`config.mk`:
```
export PLATFORM = sky130hd
export DESIGN_NAME = char_draw_arbiter_flat
export DESIGN_NICKNAME = d
export VERILOG_FILES = /design/src/rtl/char_draw_arbiter_pkg.sv /design/src/rtl/char_draw_arbiter_if.sv /design/src/rtl/char_draw_arbiter.sv /design/src/flat_wrapper.sv
export SDC_FILE = /design/constraint.sdc
export NUM_CORES = 1
export LEC_CHECK = 0
export CORE_UTILIZATION = 55
export DETAILED_ROUTE_END_ITERATION = 8
export DONT_BUFFER_PORTS = 1
export PLACE_DENSITY_LB_ADDON = 0.3
export SETUP_SLACK_MARGIN = 0.1
export SLEW_MARGIN = 20
export SYNTH_ARGS = -nofsm -noshare
export SYNTH_HDL_FRONTEND = slang
export SYNTH_SLANG_ARGS = --single-unit
```
`constraint.sdc`:
```
create_clock -name sys_clk -period 3.8 [get_ports sys_clk]
set_input_delay 0.76 -clock sys_clk [delete_from_list [all_inputs] [get_ports sys_clk]]
set_output_delay 0.76 -clock sys_clk [all_outputs]
set_load 0.005 [all_outputs]
```
`src/rtl/char_draw_arbiter_pkg.sv`:
```
// char_draw_arbiter_pkg: shared FSM states, widths and timeout default for the character draw arbiter.
package char_draw_arbiter_pkg;
    localparam int ASCII_W         = 7;
    localparam int COORD_W         = 9;
    localparam int CNT_W           = 16;
    localparam int TIMEOUT_CYC_DEF = 4096;
    typedef enum logic [1:0] {S_IDLE, S_ISSUE, S_WAIT} state_t;
endpackage

```
`src/rtl/char_draw_arbiter_if.sv`:
```
// char_draw_arbiter_if: renderer-side bus between the arbiter (master) and the character renderer (slave).
interface char_draw_arbiter_if;
    import char_draw_arbiter_pkg::*;
    logic               show_char_flag;
    logic               show_char_done;
    logic               en_size;
    logic [ASCII_W-1:0] ascii_num;
    logic [COORD_W-1:0] start_x;
    logic [COORD_W-1:0] start_y;
    modport master (output show_char_flag, en_size, ascii_num, start_x, start_y, input show_char_done);
    modport slave  (input show_char_flag, en_size, ascii_num, start_x, start_y, output show_char_done);
endinterface

```
`src/rtl/char_draw_arbiter.sv`:
```
// char_draw_arbiter: round-robin arbiter granting two character-draw requesters access to one LCD renderer.
module char_draw_arbiter
    import char_draw_arbiter_pkg::*;
#(
    parameter int TIMEOUT_CYC = TIMEOUT_CYC_DEF
) (
    input  logic               sys_clk,
    input  logic               sys_rst,
    input  logic               init_done,
    input  logic               req0_valid,
    input  logic [ASCII_W-1:0] req0_ascii,
    input  logic [COORD_W-1:0] req0_x,
    input  logic [COORD_W-1:0] req0_y,
    output logic               req0_ack,
    output logic               req0_done,
    input  logic               req1_valid,
    input  logic [ASCII_W-1:0] req1_ascii,
    input  logic [COORD_W-1:0] req1_x,
    input  logic [COORD_W-1:0] req1_y,
    output logic               req1_ack,
    output logic               req1_done,
    char_draw_arbiter_if.master lcd,
    output logic               busy,
    output logic               err_timeout
);
    state_t           state;
    logic             ptr;
    logic             gnt;
    logic             win;
    logic [CNT_W-1:0] cnt;
    logic             term;
    // ptr only matters under contention; a lone valid always wins
    assign win       = (req0_valid && req1_valid) ? ptr : req1_valid;
    assign term      = cnt == CNT_W'(TIMEOUT_CYC - 1);
    assign busy      = state != S_IDLE;
    assign lcd.en_size = 1'b1;
    always_ff @(posedge sys_clk) begin
        if (sys_rst) begin
            state              <= S_IDLE;
            ptr                <= 1'b0;
            gnt                <= 1'b0;
            cnt                <= '0;
            lcd.ascii_num      <= '0;
            lcd.start_x        <= '0;
            lcd.start_y        <= '0;
            lcd.show_char_flag <= 1'b0;
            req0_ack           <= 1'b0;
            req1_ack           <= 1'b0;
            req0_done          <= 1'b0;
            req1_done          <= 1'b0;
            err_timeout        <= 1'b0;
        end else begin
            lcd.show_char_flag <= 1'b0;
            req0_ack           <= 1'b0;
            req1_ack           <= 1'b0;
            req0_done          <= 1'b0;
            req1_done          <= 1'b0;
            err_timeout        <= 1'b0;
            case (state)
                S_IDLE: if (init_done && (req0_valid || req1_valid)) begin
                    gnt                <= win;
                    lcd.ascii_num      <= win ? req1_ascii : req0_ascii;
                    lcd.start_x        <= win ? req1_x : req0_x;
                    lcd.start_y        <= win ? req1_y : req0_y;
                    lcd.show_char_flag <= 1'b1;
                    req0_ack           <= !win;
                    req1_ack           <= win;
                    state              <= S_ISSUE;
                end
                S_ISSUE: begin
                    cnt   <= '0;
                    state <= S_WAIT;
                end
                S_WAIT: if (lcd.show_char_done || term) begin
                    // a done on the terminal count wins over the abort
                    req0_done   <= !gnt;
                    req1_done   <= gnt;
                    err_timeout <= !lcd.show_char_done;
                    ptr         <= !gnt;
                    state       <= S_IDLE;
                end else begin
                    cnt <= cnt + 1'b1;
                end
                default: state <= S_IDLE;
            endcase
        end
    end
endmodule

```
`src/flat_wrapper.sv`:
```
// flat-port wrapper written by rule: the top's interface ports become plain ports
module char_draw_arbiter_flat import char_draw_arbiter_pkg::*;
#(
    parameter int TIMEOUT_CYC = TIMEOUT_CYC_DEF
)
  (sys_clk, sys_rst, init_done, req0_valid, req0_ascii, req0_x, req0_y, req0_ack, req0_done, req1_valid, req1_ascii, req1_x, req1_y, req1_ack, req1_done, busy, err_timeout, lcd_show_char_flag, lcd_en_size, lcd_ascii_num, lcd_start_x, lcd_start_y, lcd_show_char_done);
  char_draw_arbiter_if lcd_i ();
  input  logic sys_clk;
  input  logic sys_rst;
  input  logic init_done;
  input  logic req0_valid;
  input  logic [ASCII_W-1:0] req0_ascii;
  input  logic [COORD_W-1:0] req0_x;
  input  logic [COORD_W-1:0] req0_y;
  output logic req0_ack;
  output logic req0_done;
  input  logic req1_valid;
  input  logic [ASCII_W-1:0] req1_ascii;
  input  logic [COORD_W-1:0] req1_x;
  input  logic [COORD_W-1:0] req1_y;
  output logic req1_ack;
  output logic req1_done;
  output logic busy;
  output logic err_timeout;
  output wire logic [$bits(lcd_i.show_char_flag)-1:0] lcd_show_char_flag;
  output wire logic [$bits(lcd_i.en_size)-1:0] lcd_en_size;
  output wire logic [$bits(lcd_i.ascii_num)-1:0] lcd_ascii_num;
  output wire logic [$bits(lcd_i.start_x)-1:0] lcd_start_x;
  output wire logic [$bits(lcd_i.start_y)-1:0] lcd_start_y;
  input wire logic [$bits(lcd_i.show_char_done)-1:0] lcd_show_char_done;
  assign lcd_show_char_flag = lcd_i.show_char_flag;
  assign lcd_en_size = lcd_i.en_size;
  assign lcd_ascii_num = lcd_i.ascii_num;
  assign lcd_start_x = lcd_i.start_x;
  assign lcd_start_y = lcd_i.start_y;
  assign lcd_i.show_char_done = lcd_show_char_done;
  char_draw_arbiter #(.TIMEOUT_CYC(TIMEOUT_CYC)) u_core (.sys_clk(sys_clk), .sys_rst(sys_rst), .init_done(init_done), .req0_valid(req0_valid), .req0_ascii(req0_ascii), .req0_x(req0_x), .req0_y(req0_y), .req0_ack(req0_ack), .req0_done(req0_done), .req1_valid(req1_valid), .req1_ascii(req1_ascii), .req1_x(req1_x), .req1_y(req1_y), .req1_ack(req1_ack), .req1_done(req1_done), .lcd(lcd_i), .busy(busy), .err_timeout(err_timeout));
endmodule
```
* After elaboration in Yosys (flattened, before gate mapping)
Cells that the tools add are included. Widths: inputs -> output; s select.
Word-level totals: bits in registers 51, bits of input ports 56, output and inout bits 33, logic and storage cells 51
Cells by class: add/subtract/negate cells 1, equal/unequal tests 6, mux-type cells 10, bitwise gates (word level) 4, reduce and logical (&&, ||, !) cells 17
Operators by type and width (number):
- $pmux 16 s2 | 1
- $mux 9 | 2
- $add 16x1->16 const B | 1
- $eq 16x12->1 const B | 1
- $mux 16 | 1
- $reduce_and 2->1 | 4
- $mux 7 | 1
- $pmux 2 s3 | 1
- $reduce_or 3->1 | 2
- $mux 2 | 2
- $ne 2x1->1 const B | 2
- $not 1->1 | 4
- $reduce_bool 2->1 | 2
- $logic_not 1->1 | 3
- $eq 2x1->1 const B | 1
- $eq 2x2->1 const B | 1
- $logic_and 1x1->1 | 2
- $logic_not 2->1 | 1
- $logic_or 1x1->1 | 2
- $mux 1 | 2
- $ne 2x2->1 const B | 1
- $reduce_or 2->1 | 1

* Logic depth before layout (Yosys ltp)
word-level depth 4, mapped depth 7, gate-level depth less buffers 6

* Worst setup path before layout
Ideal clock, no wire load.
path kind input port to flip-flop, start point input req0_valid, end point register u_core.lcd.ascii_num[6], setup time 0.138 ns, data arrival time 1.849 ns, required time 3.662 ns, path slack 1.814 ns, cell stages on the path 6, buffers on the path 2, cell sequence inv_1 o21ai_0 buf_2 buf_1 mux2i_1 a211oi_1
Between the ends: longest elaborated chain between the ends 3, elaborated cells between the ends (all ways) 6, classes of those cells mux (2); reduce/logical (4)
Ends and longest elaborated chain:
- from (decl) | RTL line flat_wrapper.sv:11 | input logic req0_valid;
- $logic_and 1x1->1 / $logic_or 1x1->1 (equally long branches) | RTL line char_draw_arbiter.sv:33, char_draw_arbiter.sv:60
- $mux 1 / $logic_and 1x1->1 (equally long branches) | RTL line char_draw_arbiter.sv:33, char_draw_arbiter.sv:60
- $mux 7 / $reduce_and 2->1 (equally long branches)
- to (signal assigned) | RTL line char_draw_arbiter.sv:62 | lcd.ascii_num <= win ? req1_ascii : req0_ascii;
- to (decl) | RTL line char_draw_arbiter_if.sv:10 | modport master (output show_char_flag, en_size, ascii_num, start_x, start_y, input show_char_done);
Parallel ways exist; a longest one is shown, timed or not. A chain may end at the register's enable or synchronous reset.

* Worst setup path in the final report
start point register u_core.cnt[0], end point register u_core.cnt[14]
Between the ends: longest elaborated chain between the ends 4, elaborated cells between the ends (all ways) 7, classes of those cells add/sub (1); eq/ne (2); mux (2); reduce/logical (2)
Ends and longest elaborated chain:
- from (decl) | RTL line char_draw_arbiter.sv:30 | logic [CNT_W-1:0] cnt;
- from (signal assigned) | RTL line char_draw_arbiter.sv:82 | cnt <= cnt + 1'b1;
- branches (longest 4 deep; another with $add 16x1->16)
Several ways; the timed one is not identified. The select of a mux whose other input is x is not followed.

==> flow_summary.ini <==
[worst_setup_path]
cp-start-kind = register
cp_data_required_time_ns = 4.01
critPathMaxFanout = 14
crit_path_end_kind = register
cp.arrival_ns = 2.76
reg2reg_depth = 6
worstSetupPathType = reg2reg

[power_and_ir_drop]
pwr-share-seq = 0.604
pwr-share-comb = 0.094
p_int_w = 0.0007290
switching_share = 0.2476
clkPwrFrac = 0.302
vdd_drop_max_v = 0.0002298
switchingPower_w = 0.0002399
leakage_nw = 0.9069
power.density_mw_per_mm2 = 412.1

[synth]
synth-seq-area-share = 0.4506
synthFlopType = dfxtp_1
synthSimpleGateAreaFrac = 0.1739
muxShareOfSynthArea = 0.1149
synth-adder-area-share = 0.005522
synth_edf_count = 0
async_flop_share = 0
yosys.area.top_type = dfxtp_1
yosys.cell_types.count = 36
synth_top_family_by_area = compound AO/OA/AOI/OAI gates
synth_seq_cells = 51
synth_top_area_frac = 0.4506
syn-cell-area_mm2 = 0.002266
synth_compound_area_frac = 0.1944
yosys_warnings = 0
synth_area_leaders = dfxtp_1 (45%), mux2i_1 (11%), a211oi_1 (8.9%), nor2_1 (8.4%), a21oi_1 (3.1%)
syn_nets = 307
synth_common_cells = dfxtp_1 (51), nor2_1 (51), a211oi_1 (27), mux2i_1 (26), a21oi_1 (14)
synth-xor-area-share = 0.01546
avgSynthCellArea_um2 = 9.064
syn_inst = 250

[floorplanning]
core_area_mm2 = 0.003799
die_h_um = 66.19
rows = 22
ios = 89
die_area_mm2 = 0.004380
fp.dieW_um = 66.19
start_util = 0.5965

[global_route]
grt_pass1_vias = 1402
overflow = 0
track_usage = 0.1910
antenna_found_initial = 0
grt_pass1_wl_um = 6348
grt_max_degree = 51

[clock_network]
cts-root-buf = clkbuf_8
ctsLongestPathBuffers = 2
insertion_delay_ns = 0.30
cts_hold_buffers = 0
post_cts_resized = 0
cts_tree = done
htree_levels = 2
cts_buffers = 5
clock-sinks = 51
clkTransAtPathRegs_ns = 0.09
postCtsSetupRepairBufs = 0

[cells_and_area]
nets = 298
design_area_mm2 = 0.002351
final_core_util = 0.6189
n_antenna_cell = 0
synthToLayoutAreaGrowth_pct = 3.755
drive_gt1_frac = 0.05394
fin_cells = 289

[place]
portBuffers = 0
dpl_cell_area_mm2 = 0.002268
gp_congestion = 0.8661
placedCellCount = 282
hpwl_um = 2912

[timing]
period_share = 0.6704
max_freq_ghz = 0.3926
whs_ns = 0.4716
slew_headroom = 0.2989
fin_worst_skew_ns = 0.007489
min_period_ns = 2.547
setup_viol = 0
slew_viol_final = 0
setup_tns_ns = 0
worstMarginPinSlew_ns = 1.048
rsz0062_at_grt = no
hold_viol = 0

[drt]
final_antenna_net_count = 0
dr.pass1.iters = 5
dr.first_iter.drc_count = 100
vias = 1720
routed_via_density = 5.952
finalWirelength_um = 4142
drc = 0
wl_per_cell_um = 14.33

[run_status]
outcome = completed

[hold_path]
hold_path.class = reg2reg
hold_path_depth = 1

[flow_run]
cap_violations = 0
==> critical path, cell delays in order (launching register included) <==
cell and delay [ns]:
dfxtp_1 0.40, ha_1 0.21, nand3_1 0.30, o41ai_4 0.81, and2_1 0.43, a21oi_1 0.07
a211oi_1 0.24
==> path summary, 6_finish.rpt <==
path,startpoint,endpoint,slack [ns]
worst max-delay path,u_core.cnt[0]$_SDFFE_PP0P_,u_core.cnt[14]$_SDFFE_PP0P_,1.25
worst min-delay path,u_core.cnt[15]$_SDFFE_PP0P_,u_core.cnt[15]$_SDFFE_PP0P_,0.47
worst max register to register,u_core.cnt[0]$_SDFFE_PP0P_,u_core.cnt[14]$_SDFFE_PP0P_,1.25
worst min register to register,u_core.cnt[15]$_SDFFE_PP0P_,u_core.cnt[15]$_SDFFE_PP0P_,0.47
==> cells by family (layout without fill, tap and decap cells) <==
group / count (synthesis) / in the layout
buffers and inverters: 23 / 14
XOR/XNOR: 4 / 4
multiplexers: 26 / 26
flip-flops: 51 / 51
AO/OA/AOI/OAI: 60 / 60
AND/OR/NAND/NOR: 84 / 84
adder cells (fa/ha/maj): 1 / 1
other: 1 / 1
==> power groups by stage <==
stage / sequential [W] / clock [W] / combinational [W]
2_1_floorplan: 0.000591 / 0 / 0.0000884
3_3_place_gp: 0.000598 / 0 / 0.0000895
3_5_place_dp: 0.000597 / 0 / 0.0000926
4_1_cts: 0.000585 / 0.000302 / 0.0000923
5_1_grt: 0.000589 / 0.000323 / 0.000103
6_report: 0.000585 / 0.000293 / 0.0000910
==> metal layers <==
| layer | vias up | routed length (um) | track usage |
|---|---|---|---|
| met2 | 69 | 1848 | 0.2844 |
| met4 | 0 | 44 | 0.05585 |
| met1 | 755 | 1917 | 0.2546 |
| met3 | 6 | 332 | 0.07414 |
| li1 | 890 | - | - |
| met5 | - | 0 | 0 |
==> cell usage in the layout, fill, tap and decap left out <==
master,netlist,final
nor2_1,51,51
dfxtp_1,51,51
a211oi_1,27,27
mux2i_1,26,26
a21oi_1,14,14
inv_1,6,6
nand3_1,5,5
nand4_1,5,5
nor3_1,5,5
clkbuf_8,0,5
o21ai_1,4,4
a41oi_1,4,4
nand2b_1,3,3
nand2_1,3,3
nand3b_1,3,3
or3_1,2,2
xor2_1,2,2
and2_1,2,2
nor4_1,2,2
o211a_1,2,2
o211ai_1,2,2
xnor2_1,2,2
or4_4,1,1
nor3b_2,1,1
o41ai_4,1,1
o41a_1,1,1
a211oi_2,1,1
o21ai_4,0,1
o31ai_1,1,1
or4_1,1,1
a311oi_1,1,1
o21ai_0,2,1
ha_1,1,1
conb_1,1,1
clkinv_4,0,1
clkinv_2,0,1
buf_4,2,1
==> flip-flops by register name, indices dropped and copies added (netlist names) <==
| register | count |
|---|---|
| u_core.req1_ack | 1 |
| u_core.ptr | 1 |
| u_core.gnt | 1 |
| u_core.err_timeout | 1 |
| u_core.state | 2 |
| u_core.req1_done | 1 |
| u_core.lcd.show_char_flag | 1 |
| u_core.cnt | 16 |
| u_core.req0_ack | 1 |
| u_core.lcd.ascii_num | 7 |
| u_core.req0_done | 1 |
| u_core.lcd.start_y | 9 |
| u_core.lcd.start_x | 9 |
==> metrics by stage <==
stage	total power, W	setup slack, ns
after floorplan	0.0006798	1.814
after global placement	0.0006871	1.422
after detailed placement	0.0006899	1.231
after CTS	0.0009801	1.238
after global routing	0.001014	1.044
final	0.0009688	1.253
==> final cells by class <==
class / count / area [um^2]
flip-flops and latches: 51 / 1021
fillers: 321 / 1448
inverters: 6 / 22.52
repair buffers: 1 / 7.507
multi-input cells: 176 / 1157
clock inverters: 2 / 13.76
clock buffers: 5 / 68.82
well taps: 48 / 60.06
(Power assumes the default switching activity.)
